[config.mk]
export PLATFORM = sky130hd
export DESIGN_NAME = mem_stage
export DESIGN_NICKNAME = d
export VERILOG_FILES = /design/src/rtl/mem_pkg.sv /design/src/rtl/mem_access_fsm.sv /design/src/rtl/mem_stage.sv
export SDC_FILE = /design/constraint.sdc
export NUM_CORES = 1
export LEC_CHECK = 0
export BUFFER_PORTS_ARGS = -buffer_cell sky130_fd_sc_hd__buf_4
export CORE_MARGIN = 2
export CORE_UTILIZATION = 46
export CTS_CLUSTER_DIAMETER = 40
export DETAILED_ROUTE_END_ITERATION = 12
export PLACE_DENSITY = 0.8
export SLEW_MARGIN = 30
export SYNTH_ARGS = -nofsm -noshare
export SYNTH_HDL_FRONTEND = slang
export SYNTH_SLANG_ARGS = --single-unit
[constraint.sdc]
create_clock -name clk -period 2.3 [get_ports clk]
set_input_delay 0.23 -clock clk [delete_from_list [all_inputs] [get_ports clk]]
set_output_delay 0.23 -clock clk [all_outputs]
set_load 0.05 [all_outputs]
[src/rtl/mem_pkg.sv]
// Shared types and constants for the memory stage: access FSM states,
// writeback control bundle and the alignment helper.
package mem_pkg;

    localparam int unsigned MAX_WAIT_DEFAULT = 15;
    // Wide enough for the largest supported MAX_WAIT (255).
    localparam int unsigned CNT_W = 8;

    typedef enum logic {
        StIdle,
        StWait
    } mem_state_e;

    typedef struct packed {
        logic reg_write;
        logic mem_to_reg;
        logic pc_src;
    } wb_ctrl_t;

    localparam wb_ctrl_t WB_BUBBLE = '{reg_write: 1'b0, mem_to_reg: 1'b0, pc_src: 1'b0};

    function automatic logic is_aligned(input logic [1:0] addr_lsb);
        return addr_lsb == 2'b00;
    endfunction

endpackage

[src/rtl/mem_access_fsm.sv]
// Data-memory handshake control: request generation, wait counting with timeout,
// and the stall / fault / transfer-done strobes for the memory stage.
module mem_access_fsm
    import mem_pkg::*;
#(
    parameter int unsigned MAX_WAIT = MAX_WAIT_DEFAULT
) (
    input  logic clk,
    input  logic reset,
    input  logic memop,
    input  logic aligned,
    input  logic mem_ack,
    output logic mem_req,
    output logic stall,
    output logic fault,
    output logic done
);

    localparam logic [CNT_W-1:0] WaitLimit = CNT_W'(MAX_WAIT);

    mem_state_e       state_q, state_d;
    logic [CNT_W-1:0] cnt_q, cnt_d;
    logic             timeout;

    always_comb begin
        mem_req = memop & aligned;
        timeout = (state_q == StWait) && (cnt_q == WaitLimit);
        // An ack in the timeout cycle still completes the transfer.
        stall   = mem_req & ~mem_ack & ~timeout;
        fault   = (memop & ~aligned) | (timeout & ~mem_ack);
        done    = mem_req & mem_ack;
    end

    always_comb begin
        state_d = state_q;
        cnt_d   = cnt_q;
        unique case (state_q)
            StIdle: begin
                cnt_d = '0;
                // The unacked first cycle already counts as one wait cycle.
                if (stall) begin
                    state_d = StWait;
                    cnt_d   = CNT_W'(1);
                end
            end
            StWait: begin
                if (mem_ack || timeout || !mem_req) begin
                    state_d = StIdle;
                    cnt_d   = '0;
                end else if (cnt_q != WaitLimit) begin
                    cnt_d = cnt_q + CNT_W'(1);
                end
            end
            default: begin
                state_d = StIdle;
                cnt_d   = '0;
            end
        endcase
    end

    always_ff @(posedge clk) begin
        if (reset) begin
            state_q <= StIdle;
            cnt_q   <= '0;
        end else begin
            state_q <= state_d;
            cnt_q   <= cnt_d;
        end
    end

endmodule

[src/rtl/mem_stage.sv]
// Memory stage of the pipelined core: E->M and M->W pipeline registers around a
// variable-latency request/acknowledge data-memory port.
module mem_stage
    import mem_pkg::*;
#(
    parameter int unsigned DATA_W   = 32,
    parameter int unsigned MAX_WAIT = MAX_WAIT_DEFAULT
) (
    input  logic              clk,
    input  logic              reset,
    input  logic              RegWriteE,
    input  logic              MemtoRegE,
    input  logic              MemWriteE,
    input  logic              PCSrcE,
    input  logic [3:0]        RdE,
    input  logic [DATA_W-1:0] ALUResultE,
    input  logic [DATA_W-1:0] WriteDataE,
    output logic              mem_req,
    output logic              mem_we,
    output logic [DATA_W-1:0] mem_addr,
    output logic [DATA_W-1:0] mem_wdata,
    input  logic [DATA_W-1:0] mem_rdata,
    input  logic              mem_ack,
    output logic              MemStall,
    output logic              MemFault,
    output logic              RegWriteM,
    output logic [3:0]        RdM,
    output logic [DATA_W-1:0] ALUResultM,
    output logic              RegWriteW,
    output logic              MemtoRegW,
    output logic              PCSrcW,
    output logic [3:0]        RdW,
    output logic [DATA_W-1:0] ReadDataW,
    output logic [DATA_W-1:0] ALUOutW
);

    logic              reg_write_m_q, mem_to_reg_m_q, mem_write_m_q, pc_src_m_q;
    logic [3:0]        rd_m_q;
    logic [DATA_W-1:0] alu_m_q, write_data_m_q;

    wb_ctrl_t          wb_q, wb_d;
    logic [3:0]        rd_w_q;
    logic [DATA_W-1:0] alu_w_q, read_data_w_q;

    logic memop, aligned, stall, fault, done;

    assign memop   = mem_to_reg_m_q | mem_write_m_q;
    assign aligned = is_aligned(alu_m_q[1:0]);

    mem_access_fsm #(
        .MAX_WAIT (MAX_WAIT)
    ) u_access_fsm (
        .clk     (clk),
        .reset   (reset),
        .memop   (memop),
        .aligned (aligned),
        .mem_ack (mem_ack),
        .mem_req (mem_req),
        .stall   (stall),
        .fault   (fault),
        .done    (done)
    );

    // M register: holds while the access is outstanding.
    always_ff @(posedge clk) begin
        if (reset) begin
            reg_write_m_q  <= 1'b0;
            mem_to_reg_m_q <= 1'b0;
            mem_write_m_q  <= 1'b0;
            pc_src_m_q     <= 1'b0;
            rd_m_q         <= '0;
            alu_m_q        <= '0;
            write_data_m_q <= '0;
        end else if (!stall) begin
            reg_write_m_q  <= RegWriteE;
            mem_to_reg_m_q <= MemtoRegE;
            mem_write_m_q  <= MemWriteE;
            pc_src_m_q     <= PCSrcE;
            rd_m_q         <= RdE;
            alu_m_q        <= ALUResultE;
            write_data_m_q <= WriteDataE;
        end
    end

    // Stalled or faulted ops leave no architectural effect in W.
    always_comb begin
        wb_d = '{reg_write: reg_write_m_q, mem_to_reg: mem_to_reg_m_q, pc_src: pc_src_m_q};
        if (stall || fault) begin
            wb_d = WB_BUBBLE;
        end
    end

    always_ff @(posedge clk) begin
        if (reset) begin
            wb_q          <= WB_BUBBLE;
            rd_w_q        <= '0;
            alu_w_q       <= '0;
            read_data_w_q <= '0;
        end else begin
            wb_q    <= wb_d;
            rd_w_q  <= rd_m_q;
            alu_w_q <= alu_m_q;
            if (done && mem_to_reg_m_q) begin
                read_data_w_q <= mem_rdata;
            end
        end
    end

    assign mem_we     = mem_write_m_q;
    assign mem_addr   = alu_m_q;
    assign mem_wdata  = write_data_m_q;
    assign MemStall   = stall;
    assign MemFault   = fault;
    assign RegWriteM  = reg_write_m_q;
    assign RdM        = rd_m_q;
    assign ALUResultM = alu_m_q;
    assign RegWriteW  = wb_q.reg_write;
    assign MemtoRegW  = wb_q.mem_to_reg;
    assign PCSrcW     = wb_q.pc_src;
    assign RdW        = rd_w_q;
    assign ReadDataW  = read_data_w_q;
    assign ALUOutW    = alu_w_q;

endmodule

==> impl_metrics.yaml, run 1 <==
run_status:
  status: "finished, final reports clean"
global_route:
  grt_antenna_before_repair: 0
  use_met3_pct: 6.38
  gr-usage-met2_pct: 40.1
  grt_max_degree: 62
  overflow: 0
  grt_pass1_wl_um: 24500
  use_met1_pct: 28.2
  grt_usage_pct: 23.6
  grt.busiest_layer: "met2"
  grt_pass1_vias: 4792
route:
  final_antenna_net_count: 0
  drt-total-wl_um: 16100
  avgViaCountPerCell: 4.93
  avgRoutedWirePerCell_um: 15.5
  drt_iter0_markers: 318
  post-route-drc-count: 0
  drt_pass1_iterations: 4
  vias: 5112
finish:
  area_delta_synth_final_pct: 46.2
  design_area_um2: 8320
  num-fill-cells: 954
  final_cell_mix: "buf_4, dfxtp_1, nand2b_1"
  layout-drive-gt1-share_pct: 37.7
  nNetsFinal: 964
  layout_commonest_cell: "buf_4"
  insertedDiodeCount: 0
  layout.cells.non_filler: 1036
placement:
  io_buffers: 282
  placed_cell_area_um2: 7710
  dp.cells: 1005
  place_hpwl_um: 11200
  place_congestion: 0.824
floorplan:
  num_rows: 40
  ios: 283
  die_area_um2: 13300
  core_area_um2: 12100
  die_height_um: 115
  fp.dieW_um: 115
  initial_core_util_pct: 47.2
synthesis:
  netlist_instances: 624
  synth_ff_type: "dfxtp_1"
  syn_area_um2: 5690
  synth_top_area_share_pct: 53.5
  syn_avg_cell_area_um2: 9.12
  ys.warnings.count: 0
  syn_nets: 732
  synth_top_cell_by_area: "dfxtp_1"
  synth_cell_types: 31
  synthTopCellsByArea: "dfxtp_1, nand2b_1, nand4b_1"
  synth-edff-count: 0
  async_flop_share_pct: 0
  ys_ff_latch: 152
  seq_area_frac_synth_pct: 53.5
min_path:
  hold_path_depth: 3
  worstHoldEndpoint: "ReadDataW[27]"
  min_path_type: "in2reg"
  worstHoldStart: "mem_rdata[27]"
power:
  power-per-cell-area_nw_per_um2: 851
  p_total_w: 0.00708
  p_leak_nw: 3.60
  seq_power_share_pct: 40.5
  p_switching_w: 0.00203
  comb_power_share_pct: 19.5
  ir_worst_vdd_mv: 0.525
  p_clk_share_pct: 39.9
  swShare_pct: 28.7
  p_int_w: 0.00505
clock_tree:
  htreeDepth: 4
  clk_latency_ns: 0.42
  cts.sinks: 152
  path_clk_slew_ns: 0.06
  cts_made_buffers: 17
  clock_path_buffers: 2
  cts_tree: "built"
  cts-root-buf: "clkbuf_16"
  cts_setup_buffers: 0
critical_path:
  path_cells: "ha_2 -> nand3_1 -> nand4bb_4 -> nand2_2 -> inv_2 -> buf_4"
  crit_buf_inv: 2
  cpMaxStageDelayCell: "dfxtp_1"
  r2r_end: "u_access_fsm.cnt_q[6]"
  slowest_delay_ns: 0.38
  cpLargestDelayFamily: "simple AND/OR/NAND/NOR gates"
  r2r_start: "ALUResultM[0]"
  cp.required_ns: 2.07
  crit_fanout: 10
  cp_data_arrival_time_ns: 1.93
  path_class: "reg2out"
  setup.worst_path.start_class: "flip-flop"
  reg2reg_slack_ns: 0.49
  reg2reg_depth: 4
  cp-end-kind: "primary output"
sta:
  slew_violations: 0
  setup_viol: 0
  skew_ns: 0.00892
  worst_pin_slew_ns: 0.523
  maxSlewHeadroom_pct: 64.9
  max_clock_freq_ghz: 0.464
  fin_hold_ws_ns: 0.0608
  fin_crit_ns: 2.16
  rsz0062_at_grt: "false"
  setup-tns-final_ns: 0
  post-route-period-util_pct: 93.7
  hold_viol: 0
run:
  cap_violations: 0
per-layer routing:
layer / share of wire, % / wire length (um) / vias to the layer above
li1: - / - / 2515
met1: 40 / 6400 / 2370
met2: 51 / 8210 / 204
met3: 7.1 / 1140 / 23
met4: 2.2 / 348 / 0
met5: 0 / 0 / -
stage by stage:
stage	util (%)	worst slack (ns)
floorplan	-	0.0526
global placement	63.9	0.579
detailed placement	63.9	0.496
CTS	68.9	0.126
global route	69.0	0.00422
finish	69.0	0.145
final cells by class:
type / count / area [um2] / area share, %
Multi-Input combinational cell: 388 / 2210 / 26.6
Sequential cell: 152 / 3040 / 36.6
Clock buffer: 24 / 492 / 5.91
Clock inverter: 7 / 116 / 1.40
Timing Repair Buffer: 294 / 2230 / 26.8
Inverter: 3 / 11.3 / 0.135
Tap cell: 168 / 210 / 2.53
registers in the layout, summed over array words and instances (netlist names):
signal                flops
RegWriteW                 1
mem_to_reg_m_q            1
ALUOutW                  32
u_access_fsm.state_q      1
PCSrcW                    1
pc_src_m_q                1
u_access_fsm.cnt_q        8
mem_wdata                32
ALUResultM               32
MemtoRegW                 1
mem_we                    1
RdW                       4
RdM                       4
RegWriteM                 1
ReadDataW                32
tightest hold or removal path, stage by stage:
cell     delay [ns]
buf_4          0.11
nand2_1        0.04
a21oi_1        0.05
power groups by stage:
stage	clock (W)	sequential, W	combinational, W
final	0.00283	0.00287	0.00138
after global routing	0.00297	0.00288	0.00144
after CTS	0.00286	0.00287	0.00139
after detailed placement	0	0.00292	0.00138
after global placement	0	0.00292	0.00137
after floorplan	0	0.00339	0.000452
cells in the mapped netlist, types with 2 or more instances:
master / instances
nor2_1: 10
nand2_1: 68
inv_1: 2
a21oi_1: 33
buf_1: 3
buf_4: 32
xnor2_1: 4
nor3b_1: 2
clkbuf_1: 33
buf_2: 7
nand4b_1: 37
nand2b_1: 70
nand3_1: 38
a211oi_1: 2
and2_1: 3
nand4bb_1: 2
o21ai_1: 11
xor2_1: 2
dfxtp_1: 152
o21ai_0: 59
nor3_1: 4
clkbuf_2: 6
nor2b_1: 36
kinds of logic after synthesis:
group	share of synthesized area, %
buffers and inverters	7.94
xor gates and xnor gates	0.924
AOI/OAI and AO/OA	9.43
adders and majority gates	0.220
DFF	53.5
and+or+nand+nor	28.0
how the worst max path moves through the flow:
stage,startpoint,to,slack (ns),depth (start not counted)
2_1_floorplan,u_access_fsm.cnt_q[0],MemFault,0.05,6
3_3_place_gp,ALUResultM[0],u_access_fsm.cnt_q[3],0.58,4
3_5_place_dp,u_access_fsm.cnt_q[0],u_access_fsm.cnt_q[6],0.50,6
4_1_cts,u_access_fsm.cnt_q[0],MemStall,0.13,6
5_1_grt,u_access_fsm.cnt_q[0],MemStall,0.004,6
6_report,u_access_fsm.cnt_q[0],MemStall,0.14,6
repair_timing:
action / CTS / global route
endpoints found under the setup margin: 0 / 1
hold buffers: 0 / 0
endpoints found under the hold margin: 0 / 0
gates resized for setup: 0 / 1
Note: power is estimated with default switching activity, not from simulation.
==> inputs of run 2 (changes only) <==
--- a/config.mk
+++ b/config.mk
@@ -14,4 +14,5 @@
 export SLEW_MARGIN = 30
 export SYNTH_ARGS = -nofsm -noshare
 export SYNTH_HDL_FRONTEND = slang
+export SYNTH_HIERARCHICAL = 1
 export SYNTH_SLANG_ARGS = --single-unit
==> impl_metrics.yaml, run 2 <==
run_status:
  status: "finished, final reports clean"
critical_path:
  path_cells: "ha_1 -> and3_1 -> nand3_1 -> o22ai_1 -> buf_4"
  slowest_delay_ns: 0.40
  path_class: "reg2out"
  cp_data_arrival_time_ns: 1.82
  cpMaxStageDelayCell: "dfxtp_1"
  cpLargestDelayFamily: "flip-flops"
  crit_fanout: 5
  crit_buf_inv: 1
  cp.required_ns: 2.07
  setup.worst_path.start_class: "flip-flop"
  cp-end-kind: "primary output"
power:
  comb_power_share_pct: 19.2
  ir_worst_vdd_mv: 0.545
  p_clk_share_pct: 40.0
  power-per-cell-area_nw_per_um2: 849
  seq_power_share_pct: 40.8
  p_int_w: 0.00493
  p_switching_w: 0.00205
  swShare_pct: 29.4
  p_leak_nw: 3.68
synthesis:
  synthTopCellsByArea: "dfxtp_1, mux2i_1, nor2_1"
  syn_avg_cell_area_um2: 10.6
  synth_top_cell_by_area: "dfxtp_1"
  synth-edff-count: 0
  syn_nets: 650
  async_flop_share_pct: 0
  synth_common_cells: "dfxtp_1, nor2_1, mux2i_1"
  syn_area_um2: 5730
  ys_ff_latch: 152
  yosysMostFrequentCell: "dfxtp_1"
  synth_top_area_share_pct: 53.1
  synth_cell_types: 34
  ys.warnings.count: 6
  seq_area_frac_synth_pct: 53.1
  netlist_instances: 542
  synth_ff_type: "dfxtp_1"
placement:
  dp.cells: 929
  placed_cell_area_um2: 7610
  place_hpwl_um: 10700
  io_buffers: 282
  place_congestion: 0.784
floorplan:
  die_area_um2: 13400
  ios: 283
  fp.dieW_um: 116
  core_area_um2: 12100
  initial_core_util_pct: 47.5
  num_rows: 40
  die_height_um: 116
sta:
  rsz0062_at_grt: "false"
  slew_violations: 0
  setup_viol: 0
  fin_crit_ns: 2.05
  post-route-period-util_pct: 89.3
  skew_ns: 0.00593
  setup-tns-final_ns: 0
  worst_pin_slew_ns: 0.691
  max_clock_freq_ghz: 0.487
  hold_viol: 0
  maxSlewHeadroom_pct: 53.9
finish:
  layout_commonest_cell: "buf_4"
  nNetsFinal: 888
  num-fill-cells: 928
  layout.cells.non_filler: 961
  final_cell_mix: "buf_4, dfxtp_1, nor2_1"
  design_area_um2: 8220
  insertedDiodeCount: 0
  area_delta_synth_final_pct: 43.5
  layout-drive-gt1-share_pct: 44.9
route:
  drt_iter0_markers: 232
  avgRoutedWirePerCell_um: 15.2
  post-route-drc-count: 0
  final_antenna_net_count: 0
  drt-total-wl_um: 14600
  drt_pass1_iterations: 4
  vias: 4653
  avgViaCountPerCell: 4.84
clock_tree:
  cts_resized: 0
  cts.sinks: 152
  cts_tree: "built"
  cts_made_buffers: 17
  cts-root-buf: "clkbuf_16"
  path_clk_slew_ns: 0.06
  hold_buffers: 0
  cts_setup_buffers: 0
  clk_latency_ns: 0.41
  clock_path_buffers: 2
  htreeDepth: 4
global_route:
  grt_usage_pct: 21.3
  grt_pass1_wl_um: 22000
  grt_max_degree: 67
  overflow: 0
  grt_pass1_vias: 4534
  grt_antenna_before_repair: 0
min_path:
  min_path_type: "in2reg"
run:
  cap_violations: 0
==> run 2: cell types whose count changed after synthesis, moves of 6 or more <==
| cell | previous run | this run |
|---|---|---|
| mux2i_1 | 0 | 72 |
| nand2b_1 | 70 | 1 |
| nand2_1 | 68 | 1 |
| nor2_1 | 10 | 74 |
| o21ai_0 | 59 | 3 |
| nand4b_1 | 37 | 0 |
| clkbuf_1 | 33 | 4 |
| a21bo_2 | 0 | 27 |
| buf_2 | 7 | 19 |
| o21ai_1 | 11 | 0 |
| buf_8 | 0 | 7 |
| buf_6 | 0 | 6 |
| clkbuf_2 | 6 | 0 |
==> run 2: power by group through the flow <==
stage / logic, W / registers, W / clock network [W]
after global placement: 0.00132 / 0.00290 / 0
after detailed placement: 0.00134 / 0.00290 / 0
final: 0.00134 / 0.00285 / 0.00279
after floorplan: 0.000518 / 0.00333 / 0
after global routing: 0.00139 / 0.00286 / 0.00296
after CTS: 0.00135 / 0.00285 / 0.00284
==> run 2: worst paths after layout <==
| check | start | endpoint | slack, ns | cells after the start |
|---|---|---|---|---|
| setup / recovery | u_access_fsm/cnt_q[0] | MemFault | 0.25 | 5 |
| hold / removal | ALUResultE[26] | ALUResultM[26] | 0.04 | 3 |
| setup reg to reg | u_access_fsm/cnt_q[0] | ALUResultM[24] | 0.44 | 7 |
| hold reg to reg | pc_src_m_q | PCSrcW | 0.47 | 1 |
==> run 2: cells by family (layout without fill, tap and decap cells) <==
family | Yosys count | in the layout | synth area share, %
flip-flops | 152 | 152 | 53.1
XOR/XNOR | 3 | 3 | 0.459
adder cells (fa/ha/maj) | 1 | 1 | 0.218
AND/OR/NAND/NOR | 168 | 168 | 14.4
buffers and inverters | 73 | 324 | 9.52
AO/OA/AOI/OAI | 73 | 73 | 9.72
multiplexers | 72 | 72 | 12.6
==> run 2: metrics by stage <==
step / power [W] / worst slack [ns] / util, % / hold slack [ns]
2_1_floorplan: 0.00384 / 0.0876 / - / 0.302
3_3_place_gp: 0.00422 / 0.464 / 63.1 / 0.441
3_5_place_dp: 0.00425 / 0.385 / 63.1 / 0.464
4_1_cts: 0.00703 / 0.228 / 68.1 / 0.0298
5_1_grt: 0.00722 / 0.154 / 68.1 / 0.0427
6_report: 0.00698 / 0.247 / 68.1 / 0.0445
==> run 2: metal layers <==
layer	vias to the layer above	wire [um]	track usage (%)
met4	0	254	8.59
met3	21	1070	6.64
met1	2186	5610	23.4
li1	2277	-	-
met5	-	0	0
met2	169	7640	38.1
==> run 2: layout make-up <==
type | count | area, um2 | area share, %
tap | 168 | 210 | 2.56
inverter | 4 | 17.5 | 0.213
clock inverter | 15 | 176 | 2.15
sequential | 152 | 3040 | 37.0
clock buffer | 17 | 425 | 5.18
timing repair buffer | 288 | 2200 | 26.8
multi-input combinational | 317 | 2150 | 26.1
==> run 2: worst reg2reg max path, stage by stage (launching register included) <==
cell and delay (ns):
dfxtp_1 0.35, ha_1 0.28, nand4bb_1 0.14, o21ai_2 0.09
inv_4 0.21, buf_12 0.32, mux2i_1 0.28, nor2_1 0.06
==> inputs of run 3 (changes only) <==
--- a/config.mk
+++ b/config.mk
@@ -6,11 +6,12 @@
 export NUM_CORES = 1
 export LEC_CHECK = 0
 export BUFFER_PORTS_ARGS = -buffer_cell sky130_fd_sc_hd__buf_4
-export CORE_MARGIN = 2
-export CORE_UTILIZATION = 46
+export CELL_PAD_IN_SITES_DETAIL_PLACEMENT = 0
+export CELL_PAD_IN_SITES_GLOBAL_PLACEMENT = 2
+export CORE_UTILIZATION = 26
 export CTS_CLUSTER_DIAMETER = 40
 export DETAILED_ROUTE_END_ITERATION = 12
-export PLACE_DENSITY = 0.8
+export PLACE_DENSITY_LB_ADDON = 0.1
 export SLEW_MARGIN = 30
 export SYNTH_ARGS = -nofsm -noshare
 export SYNTH_HDL_FRONTEND = slang
==> impl_metrics.yaml, run 3 (same netlist as run 2, synthesis figures left out) <==
finish:
  layout-drive-gt1-share_pct: 45.1
  nNetsFinal: 895
  insertedDiodeCount: 0
  fin_util_pct: 39.7
  area_delta_synth_final_pct: 47.4
  final_cell_mix: "buf_4, dfxtp_1, nor2_1"
  layout_commonest_cell: "buf_4"
  num-fill-cells: 2123
sta:
  post-route-period-util_pct: 92.7
  setup-tns-final_ns: 0
  setup_viol: 0
  maxSlewHeadroom_pct: 55.6
  fin_crit_ns: 2.13
  hold_viol: 0
  skew_ns: 0.00933
  max_clock_freq_ghz: 0.469
  worst_pin_slew_ns: 0.666
  slew_violations: 0
  rsz0062_at_grt: "false"
critical_path:
  setup.worst_path.start_class: "flip-flop"
  cpMaxStageDelayCell: "dfxtp_1"
  cp.required_ns: 2.07
  path_cells: "ha_1 -> nand4bb_1 -> o21ai_2 -> bufinv_16 -> buf_4"
  r2r_end: "mem_wdata[4]"
  cp_data_arrival_time_ns: 1.90
  cp-end-kind: "primary output"
  reg2reg_slack_ns: 0.51
  crit_fanout: 33
  worstSetupStartpoint: "u_access_fsm/cnt_q[0]"
  slowest_delay_ns: 0.40
  endpoint: "MemStall"
  path_class: "reg2out"
  r2r_start: "u_access_fsm/cnt_q[0]"
  reg2reg_depth: 7
global_route:
  overflow: 0
  grt_pass1_vias: 4425
  grt_antenna_before_repair: 0
  grt_max_degree: 81
  grt_usage_pct: 13.5
  grt_pass1_wl_um: 23300
route:
  drt_iter0_markers: 128
  avgRoutedWirePerCell_um: 14.4
  top_layer: "met4"
  routed-wl-met2_um: 7190
  vias: 4556
  post-route-drc-count: 0
  wl_met1_um: 6480
  avgViaCountPerCell: 4.24
  final_antenna_net_count: 0
  dr_wl_met3_um: 1560
  drt_pass1_iterations: 4
  drt-total-wl_um: 15500
floorplan:
  num_rows: 53
  fp.dieW_um: 150
  die_area_um2: 22600
  initial_core_util_pct: 26.9
  die_height_um: 150
  core_area_um2: 21300
  ios: 283
clock_tree:
  path_clk_slew_ns: 0.06
  cts_made_buffers: 17
  cts_tree: "built"
  cts_resized: 1
  clk_latency_ns: 0.42
  htreeDepth: 4
  cts-root-buf: "clkbuf_16"
  hold_buffers: 0
  cts_setup_buffers: 0
  cts.sinks: 152
  clock_path_buffers: 2
power:
  ir_worst_vdd_mv: 0.464
  p_leak_nw: 3.73
  power-per-cell-area_nw_per_um2: 847
min_path:
  min_path_type: "in2reg"
  hold_path_depth: 3
run_status:
  status: "finished, final reports clean"
placement:
  io_buffers: 282
  place_hpwl_um: 11000
  place_congestion: 0.723
run:
  cap_violations: 0
[run 3: cell count changes in the layout (fill, tap and decap cells not counted), moves of 2 or more]
| cell | delta |
|---|---|
| clkinv_2 | -3 |
| buf_4 | +7 |
| clkinv_4 | -2 |
| clkbuf_1 | +2 |
| bufinv_16 | +2 |
[run 3: through the flow]
stage	cell area [um2]	total power (W)	std cells	hold WS (ns)	worst slack (ns)
after floorplan	5730	0.00384	542	0.302	0.0876
after global placement	7800	0.00425	1043	0.455	0.392
after detailed placement	7800	0.00426	1043	0.443	0.317
after CTS	8420	0.00727	1074	0.0207	0.109
after global routing	8440	0.00748	1074	0.0295	0.0518
final	8440	0.00715	1074	0.0418	0.169
[run 3: worst min path at each step]
stage	from	slack [ns]	to
6_report	WriteDataE[7]	0.04	mem_wdata[7]
5_1_grt	WriteDataE[9]	0.03	mem_wdata[9]
4_1_cts	ALUResultE[4]	0.02	ALUResultM[4]
3_5_place_dp	pc_src_m_q	0.44	PCSrcW
3_3_place_gp	pc_src_m_q	0.45	PCSrcW
2_1_floorplan	reset	0.30	u_access_fsm/state_q
[run 3: routing by layer]
metal  vias up  global-route usage (%)
met3        15                    4.82
met1      2088                    16.3
met4         0                    5.61
met5         -                       0
li1       2277                       -
met2       176                    21.5
[run 3: cell type report]
cell class | count | area (um2) | share of cell area [%]
inverter | 4 | 41.3 | 0.489
tap | 275 | 344 | 4.08
multi-input combinational | 317 | 2140 | 25.4
sequential | 152 | 3040 | 36.1
clock buffer | 20 | 447 | 5.29
clock inverter | 11 | 173 | 2.05
timing repair buffer | 295 | 2250 | 26.7
[run 3: power by group]
part | internal (W) | leakage [nW] | total (W) | switching, W
Combinational | 0.000471 | 2.19 | 0.00135 | 0.000878
Sequential | 0.00276 | 1.25 | 0.00285 | 0.0000824
Clock | 0.00184 | 0.289 | 0.00296 | 0.00112
[run 3: worst max-delay path: cells and delay by family (launching register included)]
kind                       cells  cell delay, ns
AOI/OAI and AO/OA              1            0.18
buffers and inverters          2            0.49
adders and majority gates      1            0.26
DFF                            1            0.40
and+or+nand+nor                1            0.14
